`src/rtl/hazard_issue_ctrl_pkg.sv`:
```
// Shared pipeline definitions: issue-controller states, id_ctrl bit positions
// and the bubble control word used by the decoder, ID/EX latch and hazard logic.
package hazard_issue_ctrl_pkg;

   typedef enum logic [1:0] {
      RUN,
      MEM_WAIT,
      FLUSH
   } hz_state_t;

   localparam int unsigned CTRL_ALUOP1   = 7;
   localparam int unsigned CTRL_ALUOP2   = 6;
   localparam int unsigned CTRL_ALUOP3   = 5;
   localparam int unsigned CTRL_ALUSRC   = 4;
   localparam int unsigned CTRL_MEMREAD  = 3;
   localparam int unsigned CTRL_MEMWRITE = 2;
   localparam int unsigned CTRL_MEMTOREG = 1;
   localparam int unsigned CTRL_REGWRITE = 0;

   localparam logic [7:0] CTRL_BUBBLE = 8'h00;

endpackage

```
`src/rtl/hazard_issue_ctrl_lu_detect.sv`:
```
// Combinational load-use comparator: decoded sources against the load in ID/EX.
module hazard_lu_detect (
   input  logic       ex_memread,
   input  logic [4:0] ex_rd,
   input  logic       id_valid,
   input  logic [4:0] id_rs1,
   input  logic [4:0] id_rs2,
   input  logic       id_uses_rs1,
   input  logic       id_uses_rs2,
   output logic       lu
);

   // x0 is hardwired zero, so a load targeting it never creates a dependency
   assign lu = ex_memread && (ex_rd != 5'd0) && id_valid &&
               ((id_uses_rs1 && (id_rs1 == ex_rd)) ||
                (id_uses_rs2 && (id_rs2 == ex_rd)));

endmodule

```
`src/rtl/hazard_issue_ctrl.sv`:
```
// ID-stage hazard/issue controller driving the ID/EX write side.
// Optional HAZARD_PERF_EN adds saturating stall/flush performance counters.
module hazard_issue_ctrl
   import hazard_issue_ctrl_pkg::*;
#(
   parameter int unsigned FLUSH_CYCLES = 1
) (
   input  logic        clk,
   input  logic        rst_n,
   input  logic        id_valid,
   input  logic [4:0]  id_rs1,
   input  logic [4:0]  id_rs2,
   input  logic        id_uses_rs1,
   input  logic        id_uses_rs2,
   input  logic [7:0]  id_ctrl,
   input  logic        ex_memread,
   input  logic [4:0]  ex_rd,
   input  logic        mem_busy,
   input  logic        branch_taken,
   output logic        pc_write,
   output logic        ifid_write,
   output logic        ifid_flush,
   output logic        idex_hold,
   output logic [7:0]  idex_ctrl,
   output logic        idex_bubble
`ifdef HAZARD_PERF_EN
   ,
   output logic [31:0] perf_stall_cnt,
   output logic [31:0] perf_flush_cnt
`endif
);

   localparam logic [2:0] FCNT_RELOAD = 3'(FLUSH_CYCLES - 1);

   hz_state_t  state, state_nxt;
   logic [2:0] fcnt, fcnt_nxt;
   logic       lu;

   hazard_lu_detect u_lu (
      .ex_memread  (ex_memread),
      .ex_rd       (ex_rd),
      .id_valid    (id_valid),
      .id_rs1      (id_rs1),
      .id_rs2      (id_rs2),
      .id_uses_rs1 (id_uses_rs1),
      .id_uses_rs2 (id_uses_rs2),
      .lu          (lu)
   );

   always_ff @(posedge clk) begin
      if (!rst_n) begin
         state <= RUN;
         fcnt  <= '0;
      end else begin
         state <= state_nxt;
         fcnt  <= fcnt_nxt;
      end
   end

   // MEM_WAIT with mem_busy low shares the RUN path, so it is not decoded separately
   always_comb begin
      state_nxt   = state;
      fcnt_nxt    = fcnt;
      pc_write    = 1'b1;
      ifid_write  = 1'b1;
      ifid_flush  = 1'b0;
      idex_hold   = 1'b0;
      idex_ctrl   = CTRL_BUBBLE;
      idex_bubble = 1'b1;
      if (!rst_n) begin
         pc_write   = 1'b0;
         ifid_write = 1'b0;
         ifid_flush = 1'b1;
      end else if (mem_busy) begin
         pc_write   = 1'b0;
         ifid_write = 1'b0;
         idex_hold  = 1'b1;
         if (state != FLUSH) state_nxt = MEM_WAIT;
      end else if (branch_taken) begin
         ifid_flush = 1'b1;
         if (FLUSH_CYCLES > 1) begin
            state_nxt = FLUSH;
            fcnt_nxt  = FCNT_RELOAD;
         end else begin
            state_nxt = RUN;
            fcnt_nxt  = '0;
         end
      end else if (state == FLUSH) begin
         ifid_flush = 1'b1;
         if (fcnt <= 3'd1) begin
            state_nxt = RUN;
            fcnt_nxt  = '0;
         end else begin
            fcnt_nxt  = fcnt - 3'd1;
         end
      end else if (lu) begin
         pc_write   = 1'b0;
         ifid_write = 1'b0;
         state_nxt  = RUN;
      end else begin
         state_nxt   = RUN;
         idex_ctrl   = id_valid ? id_ctrl : CTRL_BUBBLE;
         idex_bubble = !id_valid;
      end
   end

`ifdef HAZARD_PERF_EN
   logic br_accept;
   assign br_accept = rst_n && !mem_busy && branch_taken;

   always_ff @(posedge clk) begin
      if (!rst_n) begin
         perf_stall_cnt <= '0;
         perf_flush_cnt <= '0;
      end else begin
         if (!pc_write && (perf_stall_cnt != '1))
            perf_stall_cnt <= perf_stall_cnt + 32'd1;
         if (br_accept && (perf_flush_cnt != '1))
            perf_flush_cnt <= perf_flush_cnt + 32'd1;
      end
   end
`endif

endmodule

```
`config.mk`:
```
export PLATFORM = sky130hd
export DESIGN_NAME = hazard_issue_ctrl
export DESIGN_NICKNAME = d
export VERILOG_FILES = /design/src/rtl/hazard_issue_ctrl_pkg.sv /design/src/rtl/hazard_issue_ctrl_lu_detect.sv /design/src/rtl/hazard_issue_ctrl.sv
export SDC_FILE = /design/constraint.sdc
export NUM_CORES = 1
export LEC_CHECK = 0
export BUFFER_PORTS_ARGS = -buffer_cell sky130_fd_sc_hd__buf_2
export CAP_MARGIN = 0
export CORE_AREA = 3 3 40 42
export DETAILED_ROUTE_END_ITERATION = 10
export DIE_AREA = 0 0 43 45
export SYNTH_ARGS = -nofsm -noshare
export SYNTH_HDL_FRONTEND = slang
export SYNTH_SLANG_ARGS = --single-unit
```
`constraint.sdc`:
```
create_clock -name clk -period 2.4 [get_ports clk]
set_clock_uncertainty 0.2 [all_clocks]
set_input_delay 0.36 -clock clk [delete_from_list [all_inputs] [get_ports clk]]
set_output_delay 0.36 -clock clk [all_outputs]
set_load 0.05 [all_outputs]
```
==> qor.csv, run 1 <==
stage;metric;value;unit
logic_synthesis;yosysTopAreaCell;xnor2_1;
timing;min_period_over_period;98.38;%
drt;ant_nets;0;
finish;layout-drive-gt1-share;57.47;%
logic_synthesis;synth.distinct_cells;16;
floorplanning;rows;13;
setup_path;required;1.84;ns
setup_path;crit_type;input port to output port;
floorplanning;coreArea;0.001285;mm²
place;place_congestion;0.6813;
global_routing;grt_overflow;0;
setup_path;startpoint;ex_rd[2];
pwr;p_leak;0.2769;nW
logic_synthesis;synth.area.top_cells;xnor2_1 31%, a21oi_1 14%, nand2_1 13%, a41oi_2 5.7%, nand4_1 4.4%;
floorplanning;die_y;45;µm
place;port_buffers;43;
status;outcome;complete, no violations;
logic_synthesis;yosys-top-cells-count;10 x nand2_1, 10 x xnor2_1, 8 x a21oi_1, 2 x nand4_1;
setup_path;crit_buf_inv;3;
timing;max_freq;423.5;MHz
setup_path;start_kind;input port;
timing;finalHoldViolations;0;
pwr;finalPower;0.1001;mW
finish;n_clock_buffer;0;
timing;period_needed;2.361;ns
logic_synthesis;synth_seq_area_share;0;%
finish;register_area;0;µm²
finish;diodes;0;
pwr;ir_worst_vdd;0.06745;mV
setup_path;cp_top_family;buffers and inverters;
setup_path;slowest_delay;0.51;ns
setup_path;path_common_cell;buf_2;
global_routing;grt_pass1_vias;380;
drt;wl_per_cell;10.36;µm
job;maxCapViolations;0;
setup_path;slowest_stage;or4_1;
timing;finalSetupViolCount;0;
global_routing;antenna_found_initial;0;
setup_path;cp_max_fo;7;
hold_path;worstHoldStart;id_ctrl[0];
finish;nFlopsAndLatches;0;
floorplanning;ioPinCount;44;
timing;tightest_slew;0.4922;ns
drt;vias_per_cell;4.343;
timing;fin_setup_tns;0;ns
logic_synthesis;synthCells;42;
finish;nets;120;
floorplanning;die_area;0.001935;mm²
finish;fin_util;42.84;%
timing;holdWs;0.8709;ns
setup_path;arrival;1.80;ns
finish;syn2layout_area_growth;93.83;%
floorplanning;initial_core_util;22.10;%
drt;vias;443;
pwr;power.density;181.8;mW/mm²
timing;rsz0062_at_grt;no;
logic_synthesis;syn_avg_cell_area;6.762;µm²
logic_synthesis;yosysWarnings;0;
timing;slew_headroom;67.04;%
global_routing;grt_pass1_wl;1.435;mm
timing;slew_viol_final;0;
drt;drt_iter0_drc;8;
place;dp_hpwl;954.1;µm
setup_path;crit_chain;buf_2, or4_1, o21a_1, buf_4, a21oi_1, buf_2;
drt;wl;1.057;mm
global_routing;grt.total_usage;9.038;%
floorplanning;die_w;43;µm
global_routing;grt_max_degree;10;
clock_network;cts_hold_buf;0;
drt;drc;0;
logic_synthesis;yosys.area.top_type_share;30.84;%
logic_synthesis;syn_area;284.0;µm²
hold_path;hp-class;input port to output port;
drt;drtPass1Iterations;4;
setup_path;endpoint_kind;output port;
logic_synthesis;synth_fp_nets;73;
[layout by cell type, fill, tap and decap left out, drive strengths merged, types with 2 or more instances in the layout]
master  Yosys  layout
buf         2      44
xnor2      10      10
nand2      10      10
a21oi       8       8
clkbuf      0       3
nand4       2       2
[path summary, 6_finish.rpt]
| kind | to | slack [ns] | cells past startpoint |
|---|---|---|---|
| max | idex_ctrl[4] | 0.04 | 6 |
| min | idex_ctrl[0] | 0.87 | 4 |
[routing by layer]
| metal | vias to the layer above | share of wire, % | global-route usage [%] |
|---|---|---|---|
| met5 | - | 0 | 0 |
| met4 | 0 | 0 | 0 |
| met3 | 0 | 9.7 | 0.7968 |
| met2 | 26 | 49 | 18.56 |
| met1 | 180 | 41 | 10.71 |
| li1 | 237 | - | - |
[logic make-up after synthesis]
| family | Yosys count | synth area share, % |
|---|---|---|
| and+or+nand+nor | 16 | 29.08 |
| xor gates and xnor gates | 10 | 30.84 |
| AOI/OAI and AO/OA | 13 | 32.16 |
| buffers and inverters | 3 | 7.929 |
[stage by stage]
step           instance area [µm²]  setup slack, ns  std cells
6_report                     550.5          0.03879        102
5_1_grt                      550.5         0.003337        102
4_1_cts                      540.5          0.02763        102
3_5_place_dp                 540.5          0.03558        102
3_3_place_gp                 540.5          0.06235        102
2_1_floorplan                295.3          -0.1087         42
[final cells by class]
cell class	instances	area, µm²
fill	151	734.5
timing repair buffer	47	255.2
tap	15	18.77
inverter	1	3.754
multi-input combinational	39	272.8
[where the power goes]
group | total (mW) | switching [mW] | internal (mW)
Combinational | 0.100 | 0.0557 | 0.0444
Sequential | 0 | 0 | 0
Clock | 0 | 0 | 0
Total | 0.100 | 0.0557 | 0.0444
[repair_timing]
action	CTS	global route
setup buffers	0	0
endpoints found under the setup margin	0	4
hold endpoints to repair	0	0
resized for setup	0	5
Power figures use the tool's default switching activity.
==> inputs of run 2 (changes only) <==
PLACE_DENSITY = 0.64   (was not set)
==> qor.csv, run 2 (synthesis results as in run 1) <==
stage;metric;value;unit;change
finish;layout_commonest_cell;buf_2;;unchanged
hold_path;hp-class;input port to output port;;unchanged
drt;vias;436;;was 443
place;place_congestion;0.7679;;was 0.6813
setup_path;slowest_stage;or4_1;;unchanged
drt;drtPass1Iterations;2;;was 4
finish;nets;119;;was 120
timing;finalHoldViolations;0;;unchanged
global_routing;grt.total_usage;9.536;%;was 9.038%
setup_path;start_kind;input port;;unchanged
setup_path;endpoint_kind;output port;;unchanged
global_routing;grt_pass1_wl;1.552;mm;was 1.435 mm
finish;layout_common_cells;36 x buf_2, 10 x xnor2_1, 10 x nand2_1;;was 39 x buf_2, 10 x xnor2_1, 10 x nand2_1
global_routing;grt_overflow;0;;unchanged
floorplanning;die_area;0.001935;mm²;unchanged
setup_path;crit_path_end;idex_ctrl[6];;was idex_ctrl[4]
finish;n_clock_buffer;0;;unchanged
floorplanning;ioPinCount;44;;unchanged
timing;tightest_slew;0.4948;ns;was 0.4922 ns
place;place_inst;101;;was 102
setup_path;required;1.84;ns;about the same
timing;slew_headroom;66.87;%;was 67.04%
finish;layout-drive-gt1-share;56.98;%;was 57.47%
setup_path;arrival;1.76;ns;was 1.80 ns
finish;fillers;141;;was 151
timing;fin_setup_tns;0;ns;unchanged
place;port_buffers;43;;unchanged
pwr;p_leak;0.2713;nW;was 0.2769 nW
drt;vias_per_cell;4.317;;was 4.343
setup_path;crit_type;input port to output port;;unchanged
setup_path;path_common_cell;buf_2;;unchanged
timing;rsz0062_at_grt;yes;;was no
setup_path;cp_max_fo;4;;was 7
global_routing;grt_max_degree;11;;was 10
status;outcome;complete, no violations;;unchanged
setup_path;crit_chain;buf_2, or4_1, o21a_1, buf_4, a21oi_1, buf_2;;unchanged
finish;syn2layout_area_growth;93.83;%;unchanged
timing;min_period_over_period;96.81;%;was 98.38%
floorplanning;initial_core_util;22.10;%;unchanged
drt;drc;0;;unchanged
finish;final_cells;101;;was 102
job;maxCapViolations;0;;unchanged
floorplanning;die_y;45;µm;unchanged
finish;register_area;0;µm²;unchanged
setup_path;slowest_delay;0.52;ns;was 0.51 ns
pwr;ir_worst_vdd;0.1019;mV;was 0.06745 mV
finish;design_area;550.5;µm²;unchanged
hold_path;worstHoldStart;id_ctrl[3];;was id_ctrl[0]
timing;max_freq;430.4;MHz;was 423.5 MHz
hold_path;min_path_cells;4;;unchanged
global_routing;grt_pass1_vias;393;;was 380
finish;nFlopsAndLatches;0;;unchanged
drt;wl_per_cell;9.673;µm;was 10.36 µm
setup_path;startpoint;ex_rd[2];;unchanged
global_routing;antenna_found_initial;0;;unchanged
finish;diodes;0;;unchanged
place;dp_hpwl;868.5;µm;was 954.1 µm
floorplanning;rows;13;;unchanged
drt;drt_iter0_drc;1;;was 8
floorplanning;coreArea;0.001285;mm²;unchanged
pwr;power.density;179.7;mW/mm²;was 181.8 mW/mm²
floorplanning;die_w;43;µm;unchanged
place;placed_area;533.0;µm²;was 540.5 µm²
timing;slew_viol_final;0;;unchanged
drt;wl;977;µm;was 1.057 mm
timing;period_needed;2.324;ns;was 2.361 ns
drt;ant_nets;0;;unchanged
timing;finalSetupViolCount;0;;unchanged
run 2: cell count changes in the layout (fill, tap and decap cells not counted):
cell	before	now
buf_2	39	36
buf_4	5	6
clkbuf_4	3	4
run 2: worst min path at each step:
stage | endpoint | slack, ns
final | idex_ctrl[3] | 0.87
after global routing | idex_ctrl[7] | 0.90
after CTS | ifid_flush | 0.88
after detailed placement | ifid_flush | 0.88
after global placement | ifid_flush | 0.87
after floorplan | ifid_write | 0.73
run 2: power by group:
group | total (mW) | switching [mW] | internal, mW
clock | 0 | 0 | 0
sequential | 0 | 0 | 0
combinational | 0.0989 | 0.0550 | 0.0439
run 2: cell type report:
type | count | area (µm²) | share of cell area [%]
timing repair buffer | 46 | 255.2 | 46.36
inverter | 1 | 3.754 | 0.6818
multi-input combinational | 39 | 272.8 | 49.55
tap | 15 | 18.77 | 3.409
run 2: what timing repair did:
item / 4_1_cts / 5_1_grt
gates resized for setup: 0 / 10
hold endpoints to repair: 0 / 0
endpoints found under the setup margin: 0 / 7
hold buffers: 0 / 0
buffers inserted: 0 / 0
run 2: worst max-delay path: cells and delay by family:
kind / cells / cell delay [ns]
AO/OA/AOI/OAI: 2 / 0.34
buffers and inverters: 3 / 0.55
AND/OR/NAND/NOR: 1 / 0.52
run 2: routing by layer:
metal	GRT usage (%)	wire, µm	up-vias
met3	0.7968	127	0
li1	-	-	236
met1	13.33	420	171
met2	17.07	429	29
met5	0	0	-
met4	0	0	0
run 2: through the flow:
step / utilization, % / hold WS [ns] / power (mW) / setup WS [ns]
2_1_floorplan: - / 0.7325 / 0.05892 / -0.1087
3_3_place_gp: 41.48 / 0.8693 / 0.09734 / 0.05208
3_5_place_dp: 41.48 / 0.8785 / 0.09809 / 0.01872
4_1_cts: 41.48 / 0.8836 / 0.09875 / 0.01641
5_1_grt: 42.84 / 0.8985 / 0.1071 / -0.005656
6_report: 42.84 / 0.8697 / 0.09893 / 0.07649
==> inputs of run 3 (changes only) <==
==> constraint.sdc (replaced) <==
create_clock -name clk -period 2.4 [get_ports clk]
set_clock_uncertainty 0.2 [all_clocks]
set_input_delay 0.36 -clock clk [delete_from_list [all_inputs] [get_ports clk]]
set_output_delay 0.36 -clock clk [all_outputs]
set_load 0.01 [all_outputs]
==> qor.csv, run 3 (synthesis results as in run 1) <==
stage;metric;value;unit;change
drt;wl_per_cell;9.153;µm;was 9.673 µm
timing;slew_viol_final;0;;unchanged
timing;max_freq;447.3;MHz;was 430.4 MHz
floorplanning;die_w;43;µm;unchanged
place;placed_area;499.2;µm²;was 533.0 µm²
floorplanning;coreArea;0.001285;mm²;unchanged
timing;fin_setup_tns;0;ns;unchanged
pwr;finalPower;0.07161;mW;was 0.09893 mW
floorplanning;rows;13;;unchanged
finish;layout-drive-gt1-share;55.42;%;was 56.98%
hold_path;worstHoldStart;mem_busy;;was id_ctrl[3]
clock_network;cts_hold_buf;0;;unchanged
finish;register_area;0;µm²;unchanged
global_routing;grt_max_degree;11;;unchanged
floorplanning;die_y;45;µm;unchanged
finish;diodes;0;;unchanged
setup_path;crit_chain;buf_2, or4_1, o21a_1, a41oi_2, buf_2;;was buf_2, or4_1, o21a_1, buf_4, a21oi_1, buf_2
clock_network;cts-resized-gates;0;;unchanged
global_routing;grt.total_usage;8.624;%;was 9.536%
timing;fin_ws;0.1641;ns;was 0.07649 ns
job;maxCapViolations;0;;unchanged
hold_path;hp-class;input port to output port;;unchanged
setup_path;path_common_cell;buf_2;;unchanged
global_routing;antenna_found_initial;0;;unchanged
global_routing;grt_pass1_wl;1.380;mm;was 1.552 mm
pwr;p_leak;0.2582;nW;was 0.2713 nW
timing;finalHoldViolations;0;;unchanged
pwr;ir_worst_vdd;0.06379;mV;was 0.1019 mV
timing;finalSetupViolCount;0;;unchanged
setup_path;arrival;1.68;ns;was 1.76 ns
finish;nets;116;;was 119
floorplanning;die_area;0.001935;mm²;unchanged
drt;ant_nets;0;;unchanged
place;place_congestion;0.7118;;was 0.7679
global_routing;grt_pass1_vias;370;;was 393
setup_path;start_kind;input port;;unchanged
timing;slew_headroom;68.07;%;was 66.87%
drt;drt_iter0_drc;0;;was 1
timing;period_needed;2.236;ns;was 2.324 ns
drt;vias_per_cell;4.449;;was 4.317
drt;drtPass1Iterations;1;;was 2
setup_path;required;1.84;ns;about the same
global_routing;grt_overflow;0;;unchanged
drt;drc;0;;unchanged
clock_network;postCtsSetupRepairBufs;0;;unchanged
finish;layout_common_cells;43 x buf_2, 10 x xnor2_1, 10 x nand2_1;;was 36 x buf_2, 10 x xnor2_1, 10 x nand2_1
setup_path;slowest_stage;or4_1;;unchanged
place;port_buffers;43;;unchanged
setup_path;slowest_delay;0.51;ns;was 0.52 ns
finish;design_area;499.2;µm²;was 550.5 µm²
status;outcome;complete, no violations;;unchanged
drt;vias;436;;unchanged
finish;layout_commonest_cell;buf_2;;unchanged
floorplanning;initial_core_util;22.10;%;unchanged
setup_path;endpoint_kind;output port;;unchanged
finish;n_clock_buffer;0;;unchanged
place;preCtsSetupSlack;0.1536;ns;was 0.01872 ns
pwr;power.density;143.4;mW/mm²;was 179.7 mW/mm²
setup_path;cp_max_fo;10;;was 4
timing;rsz0062_at_grt;no;;was yes
global_routing;use_met2;14.97;%;was 17.07%
timing;min_period_over_period;93.16;%;was 96.81%
drt;wl;897;µm;was 977 µm
setup_path;startpoint;ex_rd[2];;unchanged
setup_path;crit_type;input port to output port;;unchanged
timing;tightest_slew;0.4769;ns;was 0.4948 ns
global_routing;grtUsageMet3;1.594;%;was 0.7968%
finish;nFlopsAndLatches;0;;unchanged
global_routing;use_met1;11.90;%;was 13.33%
global_routing;grt.busiest_layer;met2;;unchanged
floorplanning;ioPinCount;44;;unchanged
finish;syn2layout_area_growth;75.77;%;was 93.83%
[run 3: cell count changes in the layout (fill, tap and decap cells not counted)]
cell and change:
clkbuf_4 -4, a41oi_4 -1, buf_2 +7, buf_4 -6
a41oi_2 +1
[run 3: report_power, final]
part / total (mW) / internal [mW] / switching (mW)
logic: 0.0716 / 0.0391 / 0.0325
clock network: 0 / 0 / 0
registers: 0 / 0 / 0
[run 3: per-stage QoR]
stage | hold WS, ns | std cells | util, %
after floorplan | 0.6109 | 42 | -
after global placement | 0.7991 | 98 | 38.85
after detailed placement | 0.8035 | 98 | 38.85
after CTS | 0.8088 | 98 | 38.85
after global routing | 0.8274 | 98 | 38.85
final | 0.8131 | 98 | 38.85
[run 3: final timing paths]
kind / end / cells after the start
setup / recovery: ifid_write / 5
hold / removal: ifid_flush / 3
[run 3: area by class of cell]
cell class                 instances  area [µm²]
fill                             137       785.8
multi-input combinational         39       261.5
timing repair buffer              43       215.2
tap                               15       18.77
inverter                           1       3.754
[run 3: worst max-delay path, delay by kind of cell]
kind                   cells  cell delay (ns)
and+or+nand+nor            1             0.51
AOI/OAI and AO/OA          2             0.53
buffers and inverters      2             0.28
[run 3: metal layers]
layer | routed length, µm | part of all wire [%] | vias up
met5 | 0 | 0 | -
met4 | 0 | 0 | 0
met3 | 148 | 16 | 0
met2 | 373 | 42 | 31
met1 | 374 | 42 | 177
li1 | - | - | 228
